### src/rtl/prime_stream.sv
// prime_stream: request sequencer and output FIFO for a primegen instance.
//
// The block drives primegen's go input one request at a time. Each completed
// result is pushed into a small first-word-fall-through FIFO, and a consumer
// drains that FIFO over a valid/ready stream. Requests stop permanently, until
// rst, when the generator flags an error or when its output fails to increase
// (arithmetic wrap-around).
//
// Ports:
//   clk, rst              clock; synchronous active-high reset (shared with primegen)
//   en                    keep requesting primes while high and the FIFO has room
//   pg_go                 registered one-cycle request pulse to primegen
//   pg_ready, pg_error    primegen handshake and error status
//   pg_res                primegen result
//   out_valid/out_ready   output stream handshake (out_valid = FIFO not empty)
//   out_data              FIFO head entry
//   err                   sticky fault flag
//   prime_cnt             primes pushed since reset, modulo 2^WIDTH
module prime_stream #(
  parameter int WIDTH_LOG = 4,
  parameter int DEPTH_LOG = 2
) (
  input  logic                      clk,
  input  logic                      rst,
  input  logic                      en,
  output logic                      pg_go,
  input  logic                      pg_ready,
  input  logic                      pg_error,
  input  logic [(1<<WIDTH_LOG)-1:0] pg_res,
  output logic                      out_valid,
  input  logic                      out_ready,
  output logic [(1<<WIDTH_LOG)-1:0] out_data,
  output logic                      err,
  output logic [(1<<WIDTH_LOG)-1:0] prime_cnt
);

  localparam int WIDTH = 1 << WIDTH_LOG;
  localparam int DEPTH = 1 << DEPTH_LOG;

  typedef logic [WIDTH-1:0]     word_t;
  typedef logic [DEPTH_LOG-1:0] ptr_t;
  typedef logic [DEPTH_LOG:0]   cnt_t;

  typedef enum logic [2:0] {
    IDLE,
    GO,
    WAIT_DROP,
    WAIT_RDY,
    HALT
  } state_t;

  state_t state_q, state_d;
  logic   pg_go_q, pg_go_d;
  logic   err_q, err_d;
  word_t  last_q, last_d;
  word_t  prime_cnt_q, prime_cnt_d;
  ptr_t   wr_ptr_q, wr_ptr_d;
  ptr_t   rd_ptr_q, rd_ptr_d;
  cnt_t   count_q, count_d;
  word_t  mem_q [DEPTH];

  logic push;
  logic pop;

  // Sequencer. Only one request is ever in flight, and a request is only
  // issued while the FIFO has a free slot, so a push can never overflow.
  always_comb begin
    state_d     = state_q;
    err_d       = err_q;
    last_d      = last_q;
    prime_cnt_d = prime_cnt_q;
    push        = 1'b0;
    case (state_q)
      IDLE: begin
        if (en && !err_q && (count_q < cnt_t'(DEPTH))) begin
          state_d = GO;
        end
      end
      GO: begin
        state_d = WAIT_DROP;
      end
      WAIT_DROP: begin
        // The ready seen before the request is stale; wait for primegen to
        // acknowledge by dropping it before looking for the new result.
        if (!pg_ready) begin
          state_d = WAIT_RDY;
        end
      end
      WAIT_RDY: begin
        if (pg_ready) begin
          // Primes must strictly increase; anything else means the generator
          // ran past the top of its range and wrapped.
          if (pg_error || (pg_res <= last_q)) begin
            err_d   = 1'b1;
            state_d = HALT;
          end else begin
            push        = 1'b1;
            last_d      = pg_res;
            prime_cnt_d = prime_cnt_q + word_t'(1);
            state_d     = IDLE;
          end
        end
      end
      HALT: begin
        state_d = HALT;
      end
      default: begin
        state_d = IDLE;
      end
    endcase
    // Registered so that pg_go is high exactly while the FSM sits in GO.
    pg_go_d = (state_d == GO);
  end

  // FIFO pointer and occupancy bookkeeping.
  always_comb begin
    pop      = (count_q != cnt_t'(0)) && out_ready;
    wr_ptr_d = wr_ptr_q;
    rd_ptr_d = rd_ptr_q;
    count_d  = count_q;
    if (push) begin
      wr_ptr_d = wr_ptr_q + ptr_t'(1);
    end
    if (pop) begin
      rd_ptr_d = rd_ptr_q + ptr_t'(1);
    end
    if (push && !pop) begin
      count_d = count_q + cnt_t'(1);
    end else if (pop && !push) begin
      count_d = count_q - cnt_t'(1);
    end
  end

  always_ff @(posedge clk) begin
    if (rst) begin
      state_q     <= IDLE;
      pg_go_q     <= 1'b0;
      err_q       <= 1'b0;
      last_q      <= word_t'(1);
      prime_cnt_q <= '0;
      wr_ptr_q    <= '0;
      rd_ptr_q    <= '0;
      count_q     <= '0;
    end else begin
      state_q     <= state_d;
      pg_go_q     <= pg_go_d;
      err_q       <= err_d;
      last_q      <= last_d;
      prime_cnt_q <= prime_cnt_d;
      wr_ptr_q    <= wr_ptr_d;
      rd_ptr_q    <= rd_ptr_d;
      count_q     <= count_d;
    end
  end

  // Storage is not reset: entries are only visible through out_valid.
  always_ff @(posedge clk) begin
    if (push) begin
      mem_q[wr_ptr_q] <= pg_res;
    end
  end

  assign pg_go     = pg_go_q;
  assign err       = err_q;
  assign prime_cnt = prime_cnt_q;
  assign out_valid = (count_q != cnt_t'(0));
  assign out_data  = mem_q[rd_ptr_q];

endmodule
### config.mk
export PLATFORM = sky130hd
export DESIGN_NAME = prime_stream
export DESIGN_NICKNAME = d
export VERILOG_FILES = /design/src/rtl/prime_stream.sv
export SDC_FILE = /design/constraint.sdc
export NUM_CORES = 1
export LEC_CHECK = 0
export BUFFER_PORTS_ARGS = -buffer_cell sky130_fd_sc_hd__clkbuf_2
export CORE_MARGIN = 4
export CORE_UTILIZATION = 35
export DETAILED_ROUTE_END_ITERATION = 10
export GPL_TIMING_DRIVEN = 0
export SLEW_MARGIN = 30
export SYNTH_ARGS = -nofsm -noshare
export SYNTH_HDL_FRONTEND = slang
export SYNTH_SLANG_ARGS = --single-unit
### constraint.sdc
create_clock -name clk -period 7.9 [get_ports clk]
set_input_delay 0.79 -clock clk [delete_from_list [all_inputs] [get_ports clk]]
set_output_delay 0.79 -clock clk [all_outputs]
set_load 0.1 [all_outputs]
==> impl_metrics.yaml <==
placement:
  place_area_mm2: 0.00539
  gp_congestion: 0.794
  io_buffers: 56
  dp.cells: 599
  post-dp-hpwl_mm: 6.83
  post-place-ws_ns: 3.70
worst_setup_path:
  timing.rr.start: "last_q[14]$_SDFFE_PP0P_"
  endpoint: "count_q[2]$_SDFFE_PP0P_"
  r2r_slack_ns: 4.33
  crit_path_max_fanout: 10
  reg2regPathDepth: 14
  crit_type: "in -> reg"
  cp-startpoint: "pg_res[13]"
  slowest_delay_ns: 0.41
  cp_cell_sequence: "clkbuf_2 > ha_1 > nand4_2 > nor4_2 > a21boi_2 > o31ai_4 > nor2_2 > buf_6 > ha_1 > inv_1 > fa_1 > xor2_1 > or3_1 > a21oi_1"
  crit_slowest_cell: "nor2_2"
  worstSetupStartpointType: "primary input"
  regToRegEndpoint: "count_q[2]$_SDFFE_PP0P_"
  worstPathArrival_ns: 4.09
  cpLargestDelayFamily: "simple AND/OR/NAND/NOR gates"
  endpoint_kind: "register"
  cp_common_cell: "ha_1"
  critPathBufInv: 3
  cp.depth: 14
  critPathRequiredTime_ns: 8.18
floorplanning:
  start_util: 0.363
  die_w_um: 126
  die-area_mm2: 0.0159
  core_area_mm2: 0.0135
  die_height_um: 126
  rows: 42
  ioPinCount: 57
timing:
  finalSetupViolCount: 0
  fmax_mhz: 263
  min_period_ns: 3.80
  relSlewSlack: 0.375
  fin_ws_ns: 4.10
  finalSetupTns_ns: 0
  fin_crit_sh: 0.481
  tightest_slew_ns: 0.937
  skew_ns: 0.00739
  final-max-slew-violation-count: 0
  rsz0062_at_grt: "false"
  finalHoldViolCount: 0
  holdWs_ns: 0.474
layout:
  final_cell_area_mm2: 0.00567
  nFillCells: 1317
  final-instance-count-excl-fill: 616
  utilization: 0.422
  drive_above_1_share: 0.239
  area_growth_pct: 16.1
  nets: 480
  diodes: 0
yosys:
  seq_area_frac_synth: 0.582
  ys_seq_elements: 110
  synth_cell_type_count: 40
  syn_avg_cell_area_um2: 13.3
  yosysMostFrequentCell: "edfxtp_1"
  synthTopCellsByArea: "edfxtp_1 39%, dfxtp_1 19%, mux4_2 7.4%, ha_1 5.6%, nand2b_1 4.5%"
  syn-num-nets: 412
  async_reset_ff_frac: 0
  syn-cell-area_mm2: 0.00489
  yosys-top-cells-count: "64 x edfxtp_1, 46 x dfxtp_1, 35 x nand2b_1"
  synth-edff-count: 64
  yosysWarnings: 0
  yosysTopAreaCellShare: 0.393
  synth_top_area_cell: "edfxtp_1"
  ys.flop_type: "edfxtp_1"
  synthCells: 367
clock_network:
  clk_path_buf_depth: 2
  clk_latency_ns: 0.35
  cts.sinks: 110
  cts_tree: "done"
  path_clk_slew_ns: 0.07
  clockRootBuffer: "clkbuf_16"
  cts_hold_buf: 0
  postCtsSetupBuffers: 0
  htreeDepth: 3
  ctsResizeCount: 0
  cts_buffers: 9
route:
  via_per_inst: 4.93
  drt_wl_total_mm: 10.0
  avgRoutedWirePerCell_um: 16.3
  route.detailed.drc: 0
  dr.pass1.iters: 4
  via_count: 3035
  ant_nets: 0
  drtIter0Drc: 187
pwr:
  p_total_mw: 1.50
  power.leakage_nw: 1.96
  vdd_drop_max_mv: 0.0935
  power_density_mw_per_mm2: 265
global_routing:
  gr-total-overflow: 0
  grt_pass1_wl_mm: 16.5
  first_global_vias: 3136
  grt_max_degree: 19
  grt_antenna_before_repair: 0
  grt_usage: 0.134
worst_hold_path:
  min_path_type: "reg -> reg"
job:
  max_cap_violations: 0
status:
  outcome: "complete, no violations"
==> layout make-up <==
| class | instances | area [um2] | share of cell area |
|---|---|---|---|
| Sequential cell | 110 | 2840 | 0.501 |
| Buffer | 15 | 87.6 | 0.0154 |
| Inverter | 23 | 86.3 | 0.0152 |
| Multi-Input combinational cell | 219 | 1870 | 0.330 |
| Clock inverter | 6 | 45.0 | 0.00794 |
| Timing Repair Buffer | 57 | 292 | 0.0514 |
| Clock buffer | 10 | 229 | 0.0404 |
| Tap cell | 176 | 220 | 0.0388 |
==> sequential cells by signal, indices dropped and copies added (netlist names), named ones only <==
name,cells
count_q,3
last_q,16
rd_ptr_q,2
err,1
wr_ptr_q,2
mem_q,64
state_q,3
prime_cnt,16
pg_go,1
==> how the worst min path moves through the flow <==
stage,from,end,cells after the start
6_report,last_q[13]$_SDFFE_PP0P_,last_q[13]$_SDFFE_PP0P_,2
5_1_grt,last_q[1]$_SDFFE_PP0P_,last_q[1]$_SDFFE_PP0P_,2
4_1_cts,last_q[13]$_SDFFE_PP0P_,last_q[13]$_SDFFE_PP0P_,2
3_5_place_dp,last_q[13]$_SDFFE_PP0P_,last_q[13]$_SDFFE_PP0P_,2
3_3_place_gp,last_q[9]$_SDFFE_PP0P_,last_q[9]$_SDFFE_PP0P_,2
2_1_floorplan,last_q[1]$_SDFFE_PP0P_,last_q[1]$_SDFFE_PP0P_,2
==> where the power goes <==
part | internal (mW) | switching (mW) | leakage (nW)
Clock | 0.216 | 0.210 | 0.127
Combinational | 0.109 | 0.333 | 0.881
Sequential | 0.623 | 0.0121 | 0.947
Total | 0.948 | 0.555 | 1.96
==> placed cells by master, fill, tap and decap left out, drive strengths merged, types with 8 or more instances in the layout <==
cell type,synthesis,final
clkbuf,10,76
edfxtp,64,64
dfxtp,46,46
nand2b,35,35
inv,23,25
ha,22,22
nor2,22,22
mux2i,19,19
a21oi,18,18
mux4,16,16
nand2,9,9
o31ai,8,8
==> tightest hold or removal path, delay by kind of cell, from the launching register on <==
family           cells  cell delay (ns)
muxes                1             0.05
DFF                  1             0.32
and+or+nand+nor      1             0.06
==> layer usage <==
metal / wire length (um) / vias to the layer above / track usage
met5: 0 / - / 0
met2: 4780 / 58 / 0.214
met1: 4630 / 1491 / 0.169
met4: 159 / 0 / 0.0606
met3: 447 / 13 / 0.0364
li1: - / 1473 / -
==> kinds of logic after synthesis <==
| kind of cell | synth area share |
|---|---|
| buffers and inverters | 0.0356 |
| multiplexers | 0.129 |
| flip-flops | 0.582 |
| AND/OR/NAND/NOR | 0.134 |
| adder cells (fa/ha/maj) | 0.0604 |
| AO/OA/AOI/OAI | 0.0522 |
| XOR/XNOR | 0.00717 |
(Power assumes the default switching activity.)
